**src/rtl/instr_fetch_unit_if.sv**
```systemverilog
// Bundle of PC-register, instruction-memory and decode signals seen by the fetch unit.
// The master modport is the fetch unit; the slave modport is its surroundings.
interface instr_fetch_unit_if #(
    parameter int WL    = 32,
    parameter int CNT_W = 16
);
    logic [WL-1:0]    PC_in;
    logic             MEM_ACK;
    logic [WL-1:0]    MEM_RDATA;
    logic             IR_READY;
    logic             FLUSH;
    logic             PC_EN;
    logic             MEM_REQ;
    logic [WL-1:0]    MEM_ADDR;
    logic [WL-1:0]    IR_out;
    logic             IR_VALID;
    logic             FAULT;
    logic [CNT_W-1:0] FETCH_CNT;

    modport master (
        input  PC_in, MEM_ACK, MEM_RDATA, IR_READY, FLUSH,
        output PC_EN, MEM_REQ, MEM_ADDR, IR_out, IR_VALID, FAULT, FETCH_CNT
    );

    modport slave (
        output PC_in, MEM_ACK, MEM_RDATA, IR_READY, FLUSH,
        input  PC_EN, MEM_REQ, MEM_ADDR, IR_out, IR_VALID, FAULT, FETCH_CNT
    );
endinterface

```
**src/rtl/instr_fetch_unit.sv**
```systemverilog
// Instruction fetch: samples the PC, reads memory with req/ack, holds the word for
// decode and pulses the PC enable once the instruction is consumed or flushed.
module instr_fetch_unit #(
    parameter int WL      = 32,
    parameter int TIMEOUT = 16,
    parameter int CNT_W   = 16
) (
    input  logic               CLK,
    input  logic               RST,
    instr_fetch_unit_if.master bus
);
    localparam int TW = (TIMEOUT > 2) ? $clog2(TIMEOUT) : 1;

    typedef enum logic [2:0] {
        S_IDLE,
        S_WAIT,
        S_HOLD,
        S_UPDATE,
        S_ERR
    } state_t;

    state_t           state_q;
    logic             pc_en_q;
    logic             mem_req_q;
    logic             ir_valid_q;
    logic             fault_q;
    logic             drop_q;
    logic [WL-1:0]    mem_addr_q;
    logic [WL-1:0]    ir_q;
    logic [CNT_W-1:0] fetch_cnt_q;
    logic [CNT_W-1:0] fetch_cnt_d;
    logic [TW-1:0]    tmo_q;
    logic [TW-1:0]    tmo_d;

    assign fetch_cnt_d = fetch_cnt_q + CNT_W'(1);
    assign tmo_d       = tmo_q + TW'(1);

    always_ff @(posedge CLK or posedge RST) begin
        if (RST) begin
            state_q     <= S_IDLE;
            pc_en_q     <= 1'b0;
            mem_req_q   <= 1'b0;
            ir_valid_q  <= 1'b0;
            fault_q     <= 1'b0;
            drop_q      <= 1'b0;
            mem_addr_q  <= '0;
            ir_q        <= '0;
            fetch_cnt_q <= '0;
            tmo_q       <= '0;
        end else begin
            pc_en_q <= 1'b0;
            case (state_q)
                S_IDLE: begin
                    if (bus.FLUSH) begin
                        pc_en_q <= 1'b1;
                        state_q <= S_UPDATE;
                    end else if (bus.PC_in[1:0] != 2'b00) begin
                        fault_q <= 1'b1;
                        state_q <= S_ERR;
                    end else begin
                        mem_addr_q <= bus.PC_in;
                        mem_req_q  <= 1'b1;
                        tmo_q      <= '0;
                        state_q    <= S_WAIT;
                    end
                end
                S_WAIT: begin
                    if (bus.MEM_ACK) begin
                        mem_req_q <= 1'b0;
                        // A flushed response is swallowed: IR is left untouched.
                        if (drop_q || bus.FLUSH) begin
                            drop_q  <= 1'b0;
                            pc_en_q <= 1'b1;
                            state_q <= S_UPDATE;
                        end else begin
                            ir_q       <= bus.MEM_RDATA;
                            ir_valid_q <= 1'b1;
                            state_q    <= S_HOLD;
                        end
                    end else begin
                        if (bus.FLUSH) drop_q <= 1'b1;
                        if (tmo_q == TW'(TIMEOUT - 1)) begin
                            mem_req_q <= 1'b0;
                            fault_q   <= 1'b1;
                            state_q   <= S_ERR;
                        end else begin
                            tmo_q <= tmo_d;
                        end
                    end
                end
                S_HOLD: begin
                    if (bus.FLUSH) begin
                        ir_valid_q <= 1'b0;
                        pc_en_q    <= 1'b1;
                        state_q    <= S_UPDATE;
                    end else if (bus.IR_READY) begin
                        ir_valid_q  <= 1'b0;
                        fetch_cnt_q <= fetch_cnt_d;
                        pc_en_q     <= 1'b1;
                        state_q     <= S_UPDATE;
                    end
                end
                S_UPDATE: state_q <= S_IDLE;
                S_ERR:    state_q <= S_ERR;
                default:  state_q <= S_IDLE;
            endcase
        end
    end

    assign bus.PC_EN     = pc_en_q;
    assign bus.MEM_REQ   = mem_req_q;
    assign bus.MEM_ADDR  = mem_addr_q;
    assign bus.IR_out    = ir_q;
    assign bus.IR_VALID  = ir_valid_q;
    assign bus.FAULT     = fault_q;
    assign bus.FETCH_CNT = fetch_cnt_q;
endmodule

```
**src/flat_wrapper.sv**
```systemverilog
// flat-port wrapper written by rule: the top's interface ports become plain ports
module instr_fetch_unit_flat 
#(
    parameter int WL      = 32,
    parameter int TIMEOUT = 16,
    parameter int CNT_W   = 16
)
  (CLK, RST, bus_PC_in, bus_MEM_ACK, bus_MEM_RDATA, bus_IR_READY, bus_FLUSH, bus_PC_EN, bus_MEM_REQ, bus_MEM_ADDR, bus_IR_out, bus_IR_VALID, bus_FAULT, bus_FETCH_CNT);
  instr_fetch_unit_if #(.WL(WL), .CNT_W(CNT_W)) bus_i ();
  input  logic CLK;
  input  logic RST;
  input wire logic [$bits(bus_i.PC_in)-1:0] bus_PC_in;
  input wire logic [$bits(bus_i.MEM_ACK)-1:0] bus_MEM_ACK;
  input wire logic [$bits(bus_i.MEM_RDATA)-1:0] bus_MEM_RDATA;
  input wire logic [$bits(bus_i.IR_READY)-1:0] bus_IR_READY;
  input wire logic [$bits(bus_i.FLUSH)-1:0] bus_FLUSH;
  output wire logic [$bits(bus_i.PC_EN)-1:0] bus_PC_EN;
  output wire logic [$bits(bus_i.MEM_REQ)-1:0] bus_MEM_REQ;
  output wire logic [$bits(bus_i.MEM_ADDR)-1:0] bus_MEM_ADDR;
  output wire logic [$bits(bus_i.IR_out)-1:0] bus_IR_out;
  output wire logic [$bits(bus_i.IR_VALID)-1:0] bus_IR_VALID;
  output wire logic [$bits(bus_i.FAULT)-1:0] bus_FAULT;
  output wire logic [$bits(bus_i.FETCH_CNT)-1:0] bus_FETCH_CNT;
  assign bus_i.PC_in = bus_PC_in;
  assign bus_i.MEM_ACK = bus_MEM_ACK;
  assign bus_i.MEM_RDATA = bus_MEM_RDATA;
  assign bus_i.IR_READY = bus_IR_READY;
  assign bus_i.FLUSH = bus_FLUSH;
  assign bus_PC_EN = bus_i.PC_EN;
  assign bus_MEM_REQ = bus_i.MEM_REQ;
  assign bus_MEM_ADDR = bus_i.MEM_ADDR;
  assign bus_IR_out = bus_i.IR_out;
  assign bus_IR_VALID = bus_i.IR_VALID;
  assign bus_FAULT = bus_i.FAULT;
  assign bus_FETCH_CNT = bus_i.FETCH_CNT;
  instr_fetch_unit #(.WL(WL), .TIMEOUT(TIMEOUT), .CNT_W(CNT_W)) u_core (.CLK(CLK), .RST(RST), .bus(bus_i));
endmodule
```
**config.mk**
```make
export PLATFORM = sky130hd
export DESIGN_NAME = instr_fetch_unit_flat
export DESIGN_NICKNAME = d
export VERILOG_FILES = /design/src/rtl/instr_fetch_unit_if.sv /design/src/rtl/instr_fetch_unit.sv /design/src/flat_wrapper.sv
export SDC_FILE = /design/constraint.sdc
export NUM_CORES = 1
export LEC_CHECK = 0
export BUFFER_PORTS_ARGS = -buffer_cell sky130_fd_sc_hd__buf_2
export CELL_PAD_IN_SITES_DETAIL_PLACEMENT = 2
export CELL_PAD_IN_SITES_GLOBAL_PLACEMENT = 2
export CORE_UTILIZATION = 28
export DETAILED_ROUTE_END_ITERATION = 8
export PLACE_DENSITY = 0.78
export SETUP_SLACK_MARGIN = 0.15
export SLEW_MARGIN = 20
export SYNTH_ARGS = -nofsm -noshare
export SYNTH_HDL_FRONTEND = slang
export SYNTH_SLANG_ARGS = --single-unit
```
**constraint.sdc**
```tcl
create_clock -name CLK -period 2.4 [get_ports CLK]
set_input_delay 0.12 -clock CLK [delete_from_list [all_inputs] [get_ports CLK]]
set_output_delay 0.12 -clock CLK [all_outputs]
set_load 0.05 [all_outputs]
```
==> results.yml <==
critical_path:
  cp-start-kind: "register"
  crit_type: "reg2reg"
  crit_chain: "nor2_1, nand3_2, buf_4, mux2_2"
  cp_slowest_cell: "dfrtp_1"
  cp_max_fo: 37
  critPathMaxStageDelay_ps: 570
  worstPathRequired_ps: 2620
  cp.arrival_ps: 1950
  cp-end-kind: "register"
floorplanning:
  die_h_um: 119
  initial_core_util: 0.289
  rows: 42
  ios: 153
  coreArea_um2: 13300
  die_x_um: 119
  die_area_um2: 14200
sta:
  worst_pin_slew_ps: 499
  min_period_ps: 1730
  rsz0062_at_grt: "no"
  slew_violations: 0
  skew_ps: 5.77
  timing.final.hold_violations: 0
  timing.final.crit_share: 0.720
  fin_tns_setup_ps: 0
  slew_headroom: 0.667
  fmax_mhz: 579
  timing.final.ws_setup_ps: 671
  setup_viol: 0
yosys:
  ys_async_sr_fraction: 1.00
  syn_nets: 340
  yosysSeqAreaShare: 0.599
  ys.warnings.count: 0
  syn-instance-count: 269
  synth_edf_count: 0
  yosys_register_bits: 92
  syn-cell-area_um2: 3840
  ys_types: 34
  synth_flop_cell: "dfrtp_1"
  avgSynthCellArea_um2: 14.3
clock_network:
  clock_path_buffers: 2
  cts_sinks: 92
  ctsHtreeMaxLevel: 3
  cts_tree: "done"
  root_buffer: "clkbuf_16"
  clock_latency_ps: 340
  clk_pin_slew_ps: 60
  ctsResizeCount: 0
  cts_buffers: 9
grt:
  grt_pass1_vias: 3161
  grt_start_max_net_pins: 93
  grt_overflow: 0
  grt_first_pass_wirelength_um: 17000
  grt_use_total: 0.155
  antenna_found_initial: 0
detailed_routing:
  drt_iter0_drc: 86
  routed_wl_um: 10600
  vias: 2823
  wl_per_cell_um: 16.9
  vias_per_cell: 4.52
  drt_pre_antenna_iters: 4
  drc_errors: 0
  postRouteAntennaNets: 0
flow_run:
  drv_cap: 0
place:
  portBuffers: 152
  dp_cells: 588
  gp_congestion: 0.719
  dp_hpwl_um: 7310
  post-place-ws_ps: 615
cells_and_area:
  num_antenna_cells: 0
  syn_to_final_growth_pct: 37.7
  drive_above_1_share: 0.532
  nets: 515
  final_cells: 625
status:
  outcome: "finished clean"
hold_path:
  hp-class: "in2reg"
pwr:
  power.density_nw_per_um2: 1480
  ir_drop_uv: 494
  total_power_w: 0.00785
  p_leak_nw: 2.74
sequential cells by signal, indices dropped and copies added (netlist names):
name                  cells
u_core.bus.FAULT          1
u_core.bus.FETCH_CNT     16
u_core.bus.IR_VALID       1
u_core.bus.IR_out        32
u_core.bus.MEM_ADDR      32
u_core.bus.MEM_REQ        1
u_core.bus.PC_EN          1
u_core.drop_q             1
u_core.state_q            3
u_core.tmo_q              4
worst paths after layout:
kind                       depth (start not counted)                startpoint  slack (ps)                        to
setup / recovery                                   4         u_core.state_q[2]         670    u_core.bus.MEM_ADDR[7]
hold / removal                                     2              bus_PC_in[6]          10    u_core.bus.MEM_ADDR[6]
setup reg to reg                                   4         u_core.state_q[2]         670    u_core.bus.MEM_ADDR[7]
hold reg to reg                                    1  u_core.bus.FETCH_CNT[15]         480  u_core.bus.FETCH_CNT[15]
max in group asynchronous                          4                       RST        1490     u_core.bus.IR_out[27]
min in group asynchronous                          4                       RST         530   u_core.bus.MEM_ADDR[29]
critical path, delay by kind of cell, from the launching register on:
kind / cells / cell delay, ps
flops: 1 / 570
simple gates: 2 / 230
buf+inv: 1 / 410
mux: 1 / 400
synthesized netlist by cell type (2+ instances only):
cell | number | area (µm²)
dfrtp_1 | 92 | 2300
mux2_2 | 34 | 383
mux2_4 | 29 | 435
nand3_1 | 13 | 65.1
nor2_1 | 11 | 41.3
xnor2_1 | 10 | 87.6
a21oi_1 | 9 | 45.0
nand2_1 | 9 | 33.8
and3_1 | 6 | 37.5
buf_2 | 5 | 25.0
inv_1 | 5 | 18.8
nor3_1 | 5 | 25.0
xor2_1 | 5 | 43.8
buf_6 | 4 | 45.0
nand4_1 | 4 | 25.0
o21ai_0 | 3 | 15.0
a31oi_1 | 2 | 12.5
and2_1 | 2 | 12.5
clkbuf_1 | 2 | 7.51
ha_1 | 2 | 25.0
nor2b_1 | 2 | 12.5
o21bai_1 | 2 | 15.0
o31ai_1 | 2 | 15.0
where the power goes:
part	switching (W)	total [W]	internal, W
Clock	0.000599	0.00140	0.000803
Combinational	0.00269	0.00383	0.00115
Sequential	0.000443	0.00262	0.00217
cell families after synthesis:
group	Yosys count	share of synthesized area
compound gates	20	0.0312
mux	63	0.213
xor+xnor	15	0.0342
flops	92	0.599
fa+ha+maj	2	0.00651
buf+inv	17	0.0270
simple gates	60	0.0895
layer usage:
| layer | wire length (µm) | part of all wire | vias up | GRT usage |
|---|---|---|---|---|
| li1 | - | - | 1289 | - |
| met1 | 4120 | 0.39 | 1439 | 0.177 |
| met2 | 5740 | 0.54 | 79 | 0.277 |
| met3 | 463 | 0.044 | 16 | 0.0330 |
| met4 | 240 | 0.023 | 0 | 0.0680 |
| met5 | 0 | 0 | - | 0 |
through the flow:
| stage | utilization | hold slack, ps | cell area (µm²) |
|---|---|---|---|
| after floorplan | - | 269 | 3850 |
| after global placement | 0.360 | 320 | 4790 |
| after detailed placement | 0.360 | 338 | 4790 |
| after CTS | 0.397 | 0.113 | 5270 |
| after global routing | 0.398 | 1.47 | 5290 |
| final | 0.398 | 14.5 | 5290 |
cell usage in the layout, fill, tap and decap left out, drive strengths merged, types with 3 or more instances in the layout:
cell and instances:
inv 5, and3 6, xor2 5, clkinv 4
nor3 5, dlygate4sd3 21, nor2 11, nand3 15
a21oi 9, buf 155, clkbuf 9, o21ai 3
nand4 4, mux2 63, xnor2 10, nand2 9
dfrtp 92
cell type report:
type	count	area, µm²
Clock inverter	7	66.3
Clock buffer	9	225
Tap cell	176	220
Multi-Input combinational cell	160	1440
Fill cell	1370	8000
Sequential cell	92	2300
Inverter	5	22.5
Timing Repair Buffer	176	1020
what timing repair did:
item	in CTS	in global routing
hold buffers	19	2
buffers inserted	0	0
hold endpoints to repair	110	2
(Power assumes the default switching activity.)
